**src/rtl/sb_hs_partner_responder.sv**
```systemverilog
// ============================================================================
// Module   : sb_hs_partner_responder
// Brief    : Sideband partner handshake responder. It matches a request against
//            a table of request/response pairs and drives the paired response
//            once the local TX path is idle. Optional macro SB_HS_RESP_RETRY_EN
//            lets a repeated request from COMPLETE re-send the response.
// Revision : 1.0 - initial release
// ============================================================================
`default_nettype none

module sb_hs_partner_responder #(
    parameter int SB_MSG_WIDTH   = 4,
    parameter int NUM_PAIRS      = 2,
    parameter logic [NUM_PAIRS*SB_MSG_WIDTH-1:0] REQ_CODES  = {4'd13, 4'd15},
    parameter logic [NUM_PAIRS*SB_MSG_WIDTH-1:0] RESP_CODES = {4'd12, 4'd14},
    parameter int TIMEOUT_CYCLES = 200,
    parameter int TIMEOUT_W      = 8,
    localparam int IDX_W = (NUM_PAIRS > 1) ? $clog2(NUM_PAIRS) : 1
) (
    input  logic                    i_clk,
    input  logic                    i_rst,
    input  logic                    i_en,
    input  logic [NUM_PAIRS-1:0]    i_pair_mask,
    input  logic                    i_msg_valid,
    input  logic [SB_MSG_WIDTH-1:0] i_Rx_SbMessage,
    input  logic                    i_module_valid,
    input  logic                    i_falling_edge_busy,
    output logic [SB_MSG_WIDTH-1:0] o_TX_SbMessage,
    output logic                    o_valid,
    output logic                    o_end,
    output logic [IDX_W-1:0]        o_pair_idx,
    output logic                    o_timeout
);

    typedef enum logic [2:0] {
        S_IDLE          = 3'd0,
        S_WAIT_REQ      = 3'd1,
        S_WAIT_BUSY_CLR = 3'd2,
        S_SEND_RESP     = 3'd3,
        S_COMPLETE      = 3'd4,
        S_TIMEOUT       = 3'd5
    } state_t;

    localparam logic [TIMEOUT_W-1:0] C_TO_LAST =
        TIMEOUT_W'((TIMEOUT_CYCLES > 0) ? (TIMEOUT_CYCLES - 1) : 0);
    localparam logic C_TO_ENABLED = (TIMEOUT_CYCLES != 0);

    logic [SB_MSG_WIDTH-1:0] w_req_code  [NUM_PAIRS];
    logic [SB_MSG_WIDTH-1:0] w_resp_code [NUM_PAIRS];

    for (genvar g = 0; g < NUM_PAIRS; g++) begin : g_codes
        assign w_req_code[g]  = REQ_CODES[g*SB_MSG_WIDTH +: SB_MSG_WIDTH];
        assign w_resp_code[g] = RESP_CODES[g*SB_MSG_WIDTH +: SB_MSG_WIDTH];
    end

    state_t                  r_state_q, w_state_d;
    logic [TIMEOUT_W-1:0]    r_cnt_q, w_cnt_d;
    logic [IDX_W-1:0]        r_idx_q, w_idx_d;
    logic [SB_MSG_WIDTH-1:0] r_tx_q, w_tx_d;
    logic                    r_valid_q, w_valid_d;
    logic                    r_end_q, w_end_d;
    logic                    r_timeout_q, w_timeout_d;

    logic                    w_hit;
    logic [IDX_W-1:0]        w_hit_idx;
    logic                    w_to_expire;

    // Descending scan so the lowest matching pair is the one left standing.
    always_comb begin
        w_hit     = 1'b0;
        w_hit_idx = '0;
        for (int k = NUM_PAIRS - 1; k >= 0; k--) begin
            if (i_msg_valid && (i_Rx_SbMessage == w_req_code[k]) && i_pair_mask[k]) begin
                w_hit     = 1'b1;
                w_hit_idx = IDX_W'(k);
            end
        end
    end

`ifdef SB_HS_RESP_RETRY_EN
    logic w_same_hit;
    assign w_same_hit = i_msg_valid && (i_Rx_SbMessage == w_req_code[r_idx_q])
                        && i_pair_mask[r_idx_q];
`endif

    assign w_to_expire = C_TO_ENABLED && (r_cnt_q == C_TO_LAST);

    always_comb begin
        w_state_d = r_state_q;
        if (r_state_q != S_IDLE && !i_en) begin
            w_state_d = S_IDLE;
        end else begin
            case (r_state_q)
                S_IDLE: begin
                    if (i_en) w_state_d = S_WAIT_REQ;
                end
                S_WAIT_REQ: begin
                    if (w_hit)            w_state_d = S_WAIT_BUSY_CLR;
                    else if (w_to_expire) w_state_d = S_TIMEOUT;
                end
                S_WAIT_BUSY_CLR: begin
                    if (!i_module_valid) w_state_d = S_SEND_RESP;
                end
                S_SEND_RESP: begin
                    if (i_falling_edge_busy) w_state_d = S_COMPLETE;
                end
                S_COMPLETE: begin
`ifdef SB_HS_RESP_RETRY_EN
                    if (w_same_hit) w_state_d = S_WAIT_BUSY_CLR;
`else
                    w_state_d = S_COMPLETE;
`endif
                end
                S_TIMEOUT: w_state_d = S_TIMEOUT;
                default:   w_state_d = S_IDLE;
            endcase
        end
    end

    always_comb begin
        w_cnt_d = '0;
        if (C_TO_ENABLED && r_state_q == S_WAIT_REQ && w_state_d == S_WAIT_REQ) begin
            w_cnt_d = r_cnt_q + 1'b1;
        end

        w_idx_d = r_idx_q;
        if (w_state_d == S_IDLE) begin
            w_idx_d = '0;
        end else if (r_state_q == S_WAIT_REQ && w_state_d == S_WAIT_BUSY_CLR) begin
            w_idx_d = w_hit_idx;
        end

        // Outputs follow the next state so they line up with state entry.
        w_valid_d   = (w_state_d == S_SEND_RESP);
        w_end_d     = (w_state_d == S_COMPLETE);
        w_timeout_d = (w_state_d == S_TIMEOUT);
        w_tx_d      = w_valid_d ? w_resp_code[w_idx_d] : '0;
    end

    always_ff @(posedge i_clk or posedge i_rst) begin
        if (i_rst) begin
            r_state_q   <= S_IDLE;
            r_cnt_q     <= '0;
            r_idx_q     <= '0;
            r_tx_q      <= '0;
            r_valid_q   <= 1'b0;
            r_end_q     <= 1'b0;
            r_timeout_q <= 1'b0;
        end else begin
            r_state_q   <= w_state_d;
            r_cnt_q     <= w_cnt_d;
            r_idx_q     <= w_idx_d;
            r_tx_q      <= w_tx_d;
            r_valid_q   <= w_valid_d;
            r_end_q     <= w_end_d;
            r_timeout_q <= w_timeout_d;
        end
    end

    assign o_TX_SbMessage = r_tx_q;
    assign o_valid        = r_valid_q;
    assign o_end          = r_end_q;
    assign o_pair_idx     = r_idx_q;
    assign o_timeout      = r_timeout_q;

endmodule

`default_nettype wire

```
**config.mk**
```make
export PLATFORM = sky130hd
export DESIGN_NAME = sb_hs_partner_responder
export DESIGN_NICKNAME = d
export VERILOG_FILES = /design/src/rtl/sb_hs_partner_responder.sv
export SDC_FILE = /design/constraint.sdc
export NUM_CORES = 1
export LEC_CHECK = 0
export CAP_MARGIN = 5
export CORE_MARGIN = 2
export CORE_UTILIZATION = 49
export CTS_CLUSTER_DIAMETER = 80
export CTS_CLUSTER_SIZE = 40
export DETAILED_ROUTE_END_ITERATION = 16
export GPL_TIMING_DRIVEN = 0
export PLACE_DENSITY = 0.85
export RECOVER_POWER = 25
export SYNTH_ARGS = -nofsm -noshare
export SYNTH_HDL_FRONTEND = slang
export SYNTH_SLANG_ARGS = --single-unit
```
**constraint.sdc**
```tcl
create_clock -name i_clk -period 1.55 [get_ports i_clk]
set_clock_uncertainty 0.15 [all_clocks]
set_input_delay 0.31 -clock i_clk [delete_from_list [all_inputs] [get_ports i_clk]]
set_output_delay 0.31 -clock i_clk [all_outputs]
set_load 0.02 [all_outputs]
```
==> out/qor.csv, run 1 <==
stage,metric,value,unit
placement,hpwl dp,1400,µm
setup_path,Reg2Reg Setup Slack,0.04,ns
yosys,Syn Inst Count,91,
worst_hold_path,Hold Crit Depth,2,
route,met2 WL,1070,µm
timing,# setup viols final,0,
setup_path,WP data required,1.55,ns
setup_path,startpoint types,register,
final_layout,"commonest non-fill, non-tap cell in the layout",dfrtp_1,
timing,period utilization,0.976,
yosys,Syn Area/Cell,10.4,µm²
worst_hold_path,Hold Path Origin,i_pair_mask[0],
timing,RSZ-0062 raised after global routing,yes,
grt,pin count of the biggest net entering global routing,17,
cts,Sink Count,16,
yosys,Synth Warn #,0,
cts,Root Buffer,clkbuf_4,
route,drt drc,0,
pwr,total power,0.00110,W
yosys,"EDFF count, synth",0,
cts,clk buf depth,2,
setup_path,Reg-to-Reg Start,r_state_q[1]$_DFF_PP0_,
worst_hold_path,Hold/Removal Path Class,in -> reg,
cts,Num CTS Buffers,3,
route,Via density,5.50,
yosys,Seq cells post-synth,16,
timing,fmax,661,MHz
yosys,Mapped Nets,104,
die,Die Span Y,47.9,µm
die,Starting Density,0.535,
timing,Final Max Slew Viols,0,
die,Row Count,15,
yosys,Post-synth ARST share,1.00,
die,die area,2290,µm²
route,wire length on met1,851,µm
final_layout,final core occ,0.707,
final_layout,Finished Cell Area,1250,µm²
grt,initial antenna violation count,0,
grt,first-pass GRT wire length,3150,µm
placement,placed cell area,1150,µm²
timing,Max-slew headroom,0.620,
setup_path,CP Max Fanout,5,
setup_path,r2r worst-path depth,5,
route,WL met3,89,µm
die,Ports,20,
cts,hold_buf cts,0,
setup_path,CP endpoint kind,register,
route,wire per inst,14.5,µm
final_layout,share of layout cells above drive strength 1,0.293,
worst_hold_path,worst hold endpoint,o_pair_idx$_DFF_PP0_,
cts,"Reg clk slew, reported paths",0.08,ns
status,status,"finished, final reports clean",
die,core area,1760,µm²
timing,Slew @ Worst Pin,0.569,ns
setup_path,Crit Reg-Reg Endpoint,o_TX_SbMessage[2]$_DFF_PP0_,
placement,gpl congestion,0.951,
yosys,Synth cell types,38,
setup_path,crit path DAT,1.52,ns
yosys,synthesized cell area,943,µm²
final_layout,area grow syn2layout,32.2,%
pwr,Peak VDD IR,0.730,mV
route,DR top layer,met4,
cts,Skew-Pair Late Insertion Delay,0.28,ns
pwr,leakage,0.595,nW
yosys,register area share after synthesis,0.424,
route,DR pass1 iterations,4,
die,Die W,47.9,µm
placement,placed cell count,134,
flow_run,Max-Cap Viols,0,
final_layout,post-route insts no fill,141,
route,routed wire length,2050,µm
timing,Fin. Hold Viols,0,
final_layout,nets,131,
yosys,prevailing post-synth register cell,dfrtp_1,
grt,global-route usage over all layers,0.203,
route,Final ANT Viol Nets,0,
timing,worst hold margin,0.242,ns
setup_path,Setup CP Type,reg -> reg,
grt,vias in the first global route,735,
route,vias,775,
cts,CTS HTree Levels,1,
pwr,PwrDens,884,nW/µm²
timing,Tmin final,1.51,ns
final_layout,"commonest non-fill, non-tap cells in the layout","dfrtp_1, nor2_1, dlygate4sd2_1",
cts,TritonCTS clock tree,built,
final_layout,# diodes,0,
placement,number of port buffers,18,
grt,total gr overflow,0,
route,DRT iter0 DRCs,7,
## power by group
group          switching, W  total [W]  internal [W]
sequential        0.0000552   0.000511      0.000456
clock              0.000117   0.000207     0.0000902
combinational      0.000230   0.000385      0.000156
## worst max path at each step
| stage | start | end | slack [ns] |
|---|---|---|---|
| after floorplan | r_state_q[1]$_DFF_PP0_ | o_TX_SbMessage[1]$_DFF_PP0_ | 0.12 |
| after global placement | i_Rx_SbMessage[1] | o_end$_DFF_PP0_ | -0.47 |
| after detailed placement | i_Rx_SbMessage[1] | o_end$_DFF_PP0_ | -0.50 |
| after CTS | i_en | o_pair_idx$_DFF_PP0_ | 0.004 |
| after global routing | r_state_q[1]$_DFF_PP0_ | o_end$_DFF_PP0_ | -0.005 |
| final | r_state_q[1]$_DFF_PP0_ | o_TX_SbMessage[2]$_DFF_PP0_ | 0.04 |
## per-layer routing
metal | global-route usage | up-vias
met3 | 0.0755 | 6
met4 | 0.0919 | 0
li1 | - | 372
met1 | 0.251 | 375
met2 | 0.317 | 22
met5 | 0 | -
## critical path, stage by stage (launching register included)
cell      delay, ns
dfrtp_1        0.41
buf_6          0.14
and4bb_2       0.24
a41o_1         0.21
a21oi_2        0.16
nor2_1         0.08
## cell usage after synthesis (2+ instances only)
cell type | n | share of area
nor2_1 | 13 | 0.052
buf_4 | 3 | 0.024
nand2_1 | 4 | 0.016
xor2_1 | 5 | 0.046
o21ai_0 | 2 | 0.011
dfrtp_1 | 16 | 0.42
a311oi_1 | 2 | 0.019
a211oi_1 | 2 | 0.016
nand3_1 | 5 | 0.027
and3_1 | 2 | 0.013
a21oi_1 | 3 | 0.016
inv_1 | 6 | 0.024
nand4_1 | 2 | 0.013
and4bb_2 | 2 | 0.027
## logic make-up after synthesis
group                    share of synthesized area
AND/OR/NAND/NOR                              0.249
flip-flops                                   0.424
buffers and inverters                       0.0597
AO/OA/AOI/OAI                                0.167
other                                      0.00397
multiplexers                                0.0265
adder cells (fa/ha/maj)                     0.0133
XOR/XNOR                                    0.0557
## metrics by stage
stage	setup TNS (ns)	setup WS, ns
3_5_place_dp	-6.11	-0.496
2_1_floorplan	0	0.124
3_3_place_gp	-5.70	-0.472
6_report	0	0.0375
4_1_cts	0	0.00401
5_1_grt	-0.00852	-0.00508
## timing repair
action	CTS	global route
gates resized for setup	19	15
setup endpoints to repair	21	15
endpoints found under the hold margin	0	0
buffers inserted	1	2
gates cloned	0	1
pin swaps	11	9
## sequential cells by signal, indices dropped and copies added (netlist names)
| name | flops |
|---|---|
| o_TX_SbMessage | 2 |
| o_end | 1 |
| o_pair_idx | 1 |
| o_timeout | 1 |
| r_cnt_q | 8 |
| r_state_q | 3 |
## cell type report
cell class | count | area, µm²
tap | 25 | 31.3
inverter | 6 | 22.5
timing repair buffer | 22 | 199
buffer | 4 | 33.8
sequential | 16 | 402
fill | 156 | 517
multi-input combinational | 65 | 537
clock buffer | 3 | 22.5
No activity file was read; power rests on OpenSTA's default activity.
==> inputs of run 2 (changes only) <==
- GPL_ROUTABILITY_DRIVEN: default -> 0
- SETUP_SLACK_MARGIN: default -> 0.3
==> run 2 against run 1 <==
Clock power grew 31%; hold slack better by 0.0036 ns; maximum frequency rose by 3.1%; critical path depth unchanged; via count grew 5.7%; die area unchanged; largest power group unchanged.
==> out/qor.csv, run 2 (same netlist as run 1, synthesis figures left out) <==
stage,metric,value,unit,change
setup_path,Reg-to-Reg Start,r_state_q[1]$_DFF_PP0_,,
placement,placed cell area,1190,µm²,+2.7%
grt,pin count of the biggest net entering global routing,17,,unchanged
timing,RSZ-0062 raised after global routing,yes,,
pwr,logic gate share of total power,0.354,,+0.005
worst_hold_path,worst hold endpoint,o_pair_idx$_DFF_PP0_,,
placement,hpwl dp,1470,µm,+5.4%
worst_hold_path,Hold Path Origin,i_Rx_SbMessage[1],,
timing,Max-slew headroom,0.587,,-0.0334
pwr,leakage,0.608,nW,+2.1%
route,WL met3,57,µm,-36%
pwr,Net Sw Power,0.000427,W,+6.2%
timing,# setup viols final,0,,unchanged
grt,first-pass GRT wire length,3060,µm,-2.6%
die,Die W,47.9,µm,unchanged
final_layout,# fillers,136,,-13%
grt,vias in the first global route,775,,+5.4%
route,Final ANT Viol Nets,0,,unchanged
setup_path,Reg2Reg Setup Slack,0.08,ns,+0.05 ns
timing,worst hold margin,0.246,ns,+0.00365 ns
timing,Tmin final,1.47,ns,-0.0451 ns
placement,number of port buffers,18,,unchanged
timing,setup slack after layout,0.0826,ns,+0.0451 ns
route,DRT iter0 DRCs,6,,-1
die,Starting Density,0.535,,unchanged
die,Die Span Y,47.9,µm,unchanged
final_layout,Finished Cell Area,1340,µm²,+7.1%
timing,fmax,681,MHz,+3.1%
route,DR pass1 iterations,4,,unchanged
die,core area,1760,µm²,unchanged
final_layout,max reg flops,8,,unchanged
final_layout,"commonest non-fill, non-tap cells in the layout","dfrtp_1, buf_6, nor2_1, buf_4, dlygate4sd2_1",,
cts,TritonCTS clock tree,built,,
route,vias,819,,+5.7%
final_layout,largest reg by FF count,r_cnt_q,,
final_layout,# diodes,0,,unchanged
grt,global-route usage over all layers,0.196,,-0.00761
final_layout,"commonest non-fill, non-tap cell in the layout",dfrtp_1,,
setup_path,CP Max Fanout,7,,+2
cts,"Reg clk slew, reported paths",0.09,ns,about the same
setup_path,WP data required,1.55,ns,about the same
final_layout,nets,138,,+5.3%
pwr,PwrDens,913,nW/µm²,+3.2%
final_layout,register area,402,µm²,unchanged
setup_path,Setup CP Type,reg -> reg,,
setup_path,r2r worst-path depth,5,,unchanged
route,drt drc,0,,unchanged
timing,period utilization,0.947,,-0.0291
final_layout,share of layout cells above drive strength 1,0.387,,+0.0940
route,routed wire length,2130,µm,+4.1%
pwr,Peak VDD IR,0.680,mV,-6.8%
flow_run,Max-Cap Viols,0,,unchanged
die,Row Count,15,,unchanged
grt,initial antenna violation count,0,,unchanged
route,DR top layer,met4,,
pwr,Net Sw Frac,0.350,,-0.0145
pwr,Reg power frac,0.424,,-0.039
setup_path,CP endpoint kind,register,,
route,met2 WL,1240,µm,+17%
timing,Final Max Slew Viols,0,,unchanged
cts,Skew-Pair Late Insertion Delay,0.28,ns,about the same
cts,CTS HTree Levels,1,,unchanged
route,wire length on met1,776,µm,-8.8%
grt,total gr overflow,0,,unchanged
cts,clk buf depth,2,,unchanged
cts,Sink Count,16,,unchanged
final_layout,area grow syn2layout,41.6,%,
pwr,internal cell power,0.000793,W,+13%
setup_path,crit path DAT,1.47,ns,-0.05 ns
route,wire per inst,14.3,µm,-1.5%
setup_path,startpoint types,register,,
setup_path,Crit Reg-Reg Endpoint,o_TX_SbMessage[1]$_DFF_PP0_,,
cts,Num CTS Buffers,3,,unchanged
final_layout,final core occ,0.757,,+0.0504
cts,Root Buffer,clkbuf_4,,
placement,pre-CTS setup slack,-0.465,ns,+0.0315 ns
route,Via density,5.50,,about the same
status,status,"finished, final reports clean",,
worst_hold_path,Hold Crit Depth,2,,unchanged
timing,Fin. Hold Viols,0,,unchanged
pwr,share of total power in the clock network,0.223,,+0.035
die,Ports,20,,unchanged
worst_hold_path,Hold/Removal Path Class,in -> reg,,
final_layout,Multi-input gate area,536,µm²,-0.23%
die,die area,2290,µm²,unchanged
timing,Slew @ Worst Pin,0.619,ns,+0.0501 ns
pwr,total power,0.00122,W,+11%
-- run 2: cell type report --
class	instances	area share
flip-flops and latches	16	0.301
multi-input cells	65	0.401
well taps	25	0.0234
plain buffers	4	0.0309
clock buffers	4	0.0272
repair buffers	29	0.200
inverters	6	0.0169
-- run 2: power by group through the flow --
stage	clock network [W]	registers [W]	logic [W]
6_report	0.000271	0.000517	0.000431
5_1_grt	0.000296	0.000522	0.000466
4_1_cts	0.000277	0.000516	0.000382
3_5_place_dp	0	0.000521	0.000367
3_3_place_gp	0	0.000517	0.000357
2_1_floorplan	0	0.000514	0.000270
-- run 2: metal layers --
layer  up-vias  track usage
met1       407        0.194
met2        20        0.376
li1        386            -
met5         -            0
met4         0        0.119
met3         6       0.0264
-- run 2: worst max path at each step --
stage | slack, ns | cells past startpoint | startpoint | endpoint
after floorplan | 0.15 | 5 | r_state_q[1]$_DFF_PP0_ | o_TX_SbMessage[1]$_DFF_PP0_
after global placement | -0.43 | 5 | i_Rx_SbMessage[1] | o_end$_DFF_PP0_
after detailed placement | -0.46 | 5 | i_Rx_SbMessage[1] | o_end$_DFF_PP0_
after CTS | 0.1 | 4 | r_state_q[1]$_DFF_PP0_ | o_end$_DFF_PP0_
after global routing | 0.03 | 4 | r_state_q[1]$_DFF_PP0_ | o_end$_DFF_PP0_
final | 0.08 | 5 | r_state_q[1]$_DFF_PP0_ | o_TX_SbMessage[1]$_DFF_PP0_
-- run 2: timing repair --
item	CTS	global route
hold endpoints to repair	0	0
hold buffers	0	0
pin swaps	10	6
gates resized for setup	56	9
setup endpoints to repair	23	23
setup buffers	7	4
-- run 2: critical path, cell delays in order (launching register included) --
cell and delay [ns]:
dfrtp_1 0.40, buf_6 0.14, and4bb_2 0.25, a41o_1 0.22, a21oi_2 0.13, a311oi_1 0.06
-- run 2: stage by stage --
stage | setup TNS [ns] | std cells
floorplan | 0 | 91
global placement | -5.58 | 134
detailed placement | -6.44 | 134
CTS | 0 | 145
global route | 0 | 149
finish | 0 | 149
==> inputs of run 3 (changes only) <==
- CORE_UTILIZATION: 49 -> 45
- DONT_BUFFER_PORTS: default -> 1
- PLACE_DENSITY: 0.85 -> 0.68
==> run 3 against run 2 <==
Via count decreased by 9.0%; utilization decreased by 15 points; wire length decreased by 11%; cell count decreased by 8.7%.
==> out/qor.csv, run 3 (same netlist as run 1, synthesis figures left out) <==
stage,metric,value,unit,change
status,status,"finished, final reports clean",,
timing,Final Max Slew Viols,0,,unchanged
setup_path,r2r worst-path depth,5,,unchanged
final_layout,largest reg by FF count,r_cnt_q,,
final_layout,nets,123,,-11%
grt,total gr overflow,0,,unchanged
pwr,leakage,0.512,nW,-16%
final_layout,post-route insts no fill,136,,-8.7%
route,DRT iter0 DRCs,4,,-2
setup_path,Crit Reg-Reg Endpoint,o_TX_SbMessage[2]$_DFF_PP0_,,
cts,Num CTS Buffers,3,,unchanged
placement,pre-CTS setup slack,0.0264,ns,+0.491 ns
die,Row Count,16,,+1
route,DR pass1 iterations,4,,unchanged
setup_path,WP data required,1.56,ns,about the same
timing,worst hold margin,0.0213,ns,-0.224 ns
timing,setup slack after layout,0.0352,ns,-0.0473 ns
placement,placed cell count,118,,-12%
die,core area,1960,µm²,+11%
route,wire per inst,14.0,µm,-2.2%
cts,clk buf depth,2,,unchanged
final_layout,max reg flops,8,,unchanged
die,die area,2480,µm²,+8.1%
timing,Fin. Hold Viols,0,,unchanged
worst_hold_path,Hold Crit Depth,2,,unchanged
grt,initial antenna violation count,0,,unchanged
die,Die W,49.8,µm,+4.0%
die,Starting Density,0.481,,-0.0539
timing,Max-slew headroom,0.544,,-0.0432
timing,period utilization,0.977,,+0.0305
timing,Slew @ Worst Pin,0.680,ns,+0.0617 ns
timing,RSZ-0062 raised after global routing,yes,,
grt,first-pass GRT wire length,3330,µm,+8.8%
pwr,PwrDens,1010,nW/µm²,+11%
final_layout,"commonest non-fill, non-tap cells in the layout","dfrtp_1, nor2_1, buf_4",,
setup_path,Reg2Reg Setup Slack,0.04,ns,-0.05 ns
worst_hold_path,Hold Path Origin,i_en,,
flow_run,Max-Cap Viols,0,,unchanged
grt,pin count of the biggest net entering global routing,17,,unchanged
placement,hpwl dp,1310,µm,-11%
setup_path,CP Max Fanout,8,,+1
die,Ports,20,,unchanged
cts,CTS HTree Levels,1,,unchanged
setup_path,CP endpoint kind,register,,
setup_path,crit path DAT,1.52,ns,+0.05 ns
setup_path,Reg-to-Reg Start,r_state_q[1]$_DFF_PP0_,,
cts,"Reg clk slew, reported paths",0.09,ns,about the same
die,Die Span Y,49.8,µm,+4.0%
timing,# setup viols final,0,,unchanged
final_layout,share of layout cells above drive strength 1,0.394,,+0.00740
pwr,Peak VDD IR,0.518,mV,-24%
cts,Root Buffer,clkbuf_4,,
final_layout,"commonest non-fill, non-tap cell in the layout",dfrtp_1,,
final_layout,register area,404,µm²,+0.62%
cts,Skew-Pair Late Insertion Delay,0.28,ns,about the same
final_layout,# fillers,185,,+36%
setup_path,startpoint types,register,,
final_layout,# diodes,0,,unchanged
route,drt drc,0,,unchanged
grt,vias in the first global route,777,,+0.26%
timing,fmax,660,MHz,-3.1%
cts,TritonCTS clock tree,built,,
timing,Fin Setup TNS,0,ns,unchanged
worst_hold_path,Hold/Removal Path Class,in -> reg,,
timing,Tmin final,1.51,ns,+0.0473 ns
route,Via density,5.48,,-0.34%
cts,Sink Count,16,,unchanged
final_layout,Multi-input gate area,547,µm²,+2.1%
placement,number of port buffers,0,,-18
route,routed wire length,1900,µm,-11%
route,vias,745,,-9.0%
setup_path,Setup CP Type,reg -> reg,,
final_layout,area grow syn2layout,27.3,%,
worst_hold_path,worst hold endpoint,r_state_q[2]$_DFF_PP0_,,
route,Final ANT Viol Nets,0,,unchanged
grt,global-route usage over all layers,0.173,,-0.0229
## run 3: area by class of cell
cell class                      count  area share
Sequential cell                    16       0.336
Clock buffer                        4      0.0302
Buffer                              4      0.0344
Timing Repair Buffer               14      0.0958
Multi-Input combinational cell     65       0.455
Inverter                            6      0.0198
Tap cell                           27      0.0281
## run 3: power breakdown
group	internal [W]	leakage [nW]	switching (W)	total, W
clock	0.000143	0.0210	0.000123	0.000266
sequential	0.000456	0.216	0.0000691	0.000525
combinational	0.000200	0.275	0.000221	0.000421
total	0.000799	0.512	0.000413	0.00121
## run 3: worst max-delay path, cell delays in order (launching register included)
cell      delay (ns)
dfrtp_1         0.40
buf_6           0.14
and4bb_2        0.24
a41o_1          0.21
a21oi_2         0.16
nor2_1          0.08
## run 3: worst max path at each step
stage	from	slack, ns	to	depth (start not counted)
2_1_floorplan	r_state_q[1]$_DFF_PP0_	0.15	o_TX_SbMessage[1]$_DFF_PP0_	5
3_3_place_gp	r_state_q[0]$_DFF_PP0_	0.03	o_TX_SbMessage[1]$_DFF_PP0_	4
3_5_place_dp	r_state_q[0]$_DFF_PP0_	0.03	o_TX_SbMessage[1]$_DFF_PP0_	4
4_1_cts	r_state_q[1]$_DFF_PP0_	0.06	o_TX_SbMessage[1]$_DFF_PP0_	5
5_1_grt	r_state_q[1]$_DFF_PP0_	-0.01	o_TX_SbMessage[2]$_DFF_PP0_	5
6_report	r_state_q[1]$_DFF_PP0_	0.04	o_TX_SbMessage[2]$_DFF_PP0_	5
## run 3: per-layer routing
layer / global-route usage / vias to the layer above / part of all wire
li1: - / 359 / -
met1: 0.219 / 359 / 0.43
met2: 0.289 / 23 / 0.50
met3: 0.0545 / 4 / 0.058
met4: 0.0370 / 0 / 0.012
met5: 0 / - / 0
## run 3: per-stage QoR
| step | total power (W) | util | cell area (µm²) |
|---|---|---|---|
| final | 0.00121 | 0.612 | 1200 |
| after global routing | 0.00129 | 0.612 | 1200 |
| after floorplan | 0.000784 | - | 975 |
| after detailed placement | 0.000841 | 0.514 | 1010 |
| after global placement | 0.000835 | 0.514 | 1010 |
| after CTS | 0.00121 | 0.607 | 1190 |
## run 3: repair_timing
item,in CTS,in global routing
buffers inserted,10,0
pin swaps,5,0
setup endpoints to repair,19,20
resized for setup,12,3
hold buffers,4,0
hold endpoints to repair,18,0
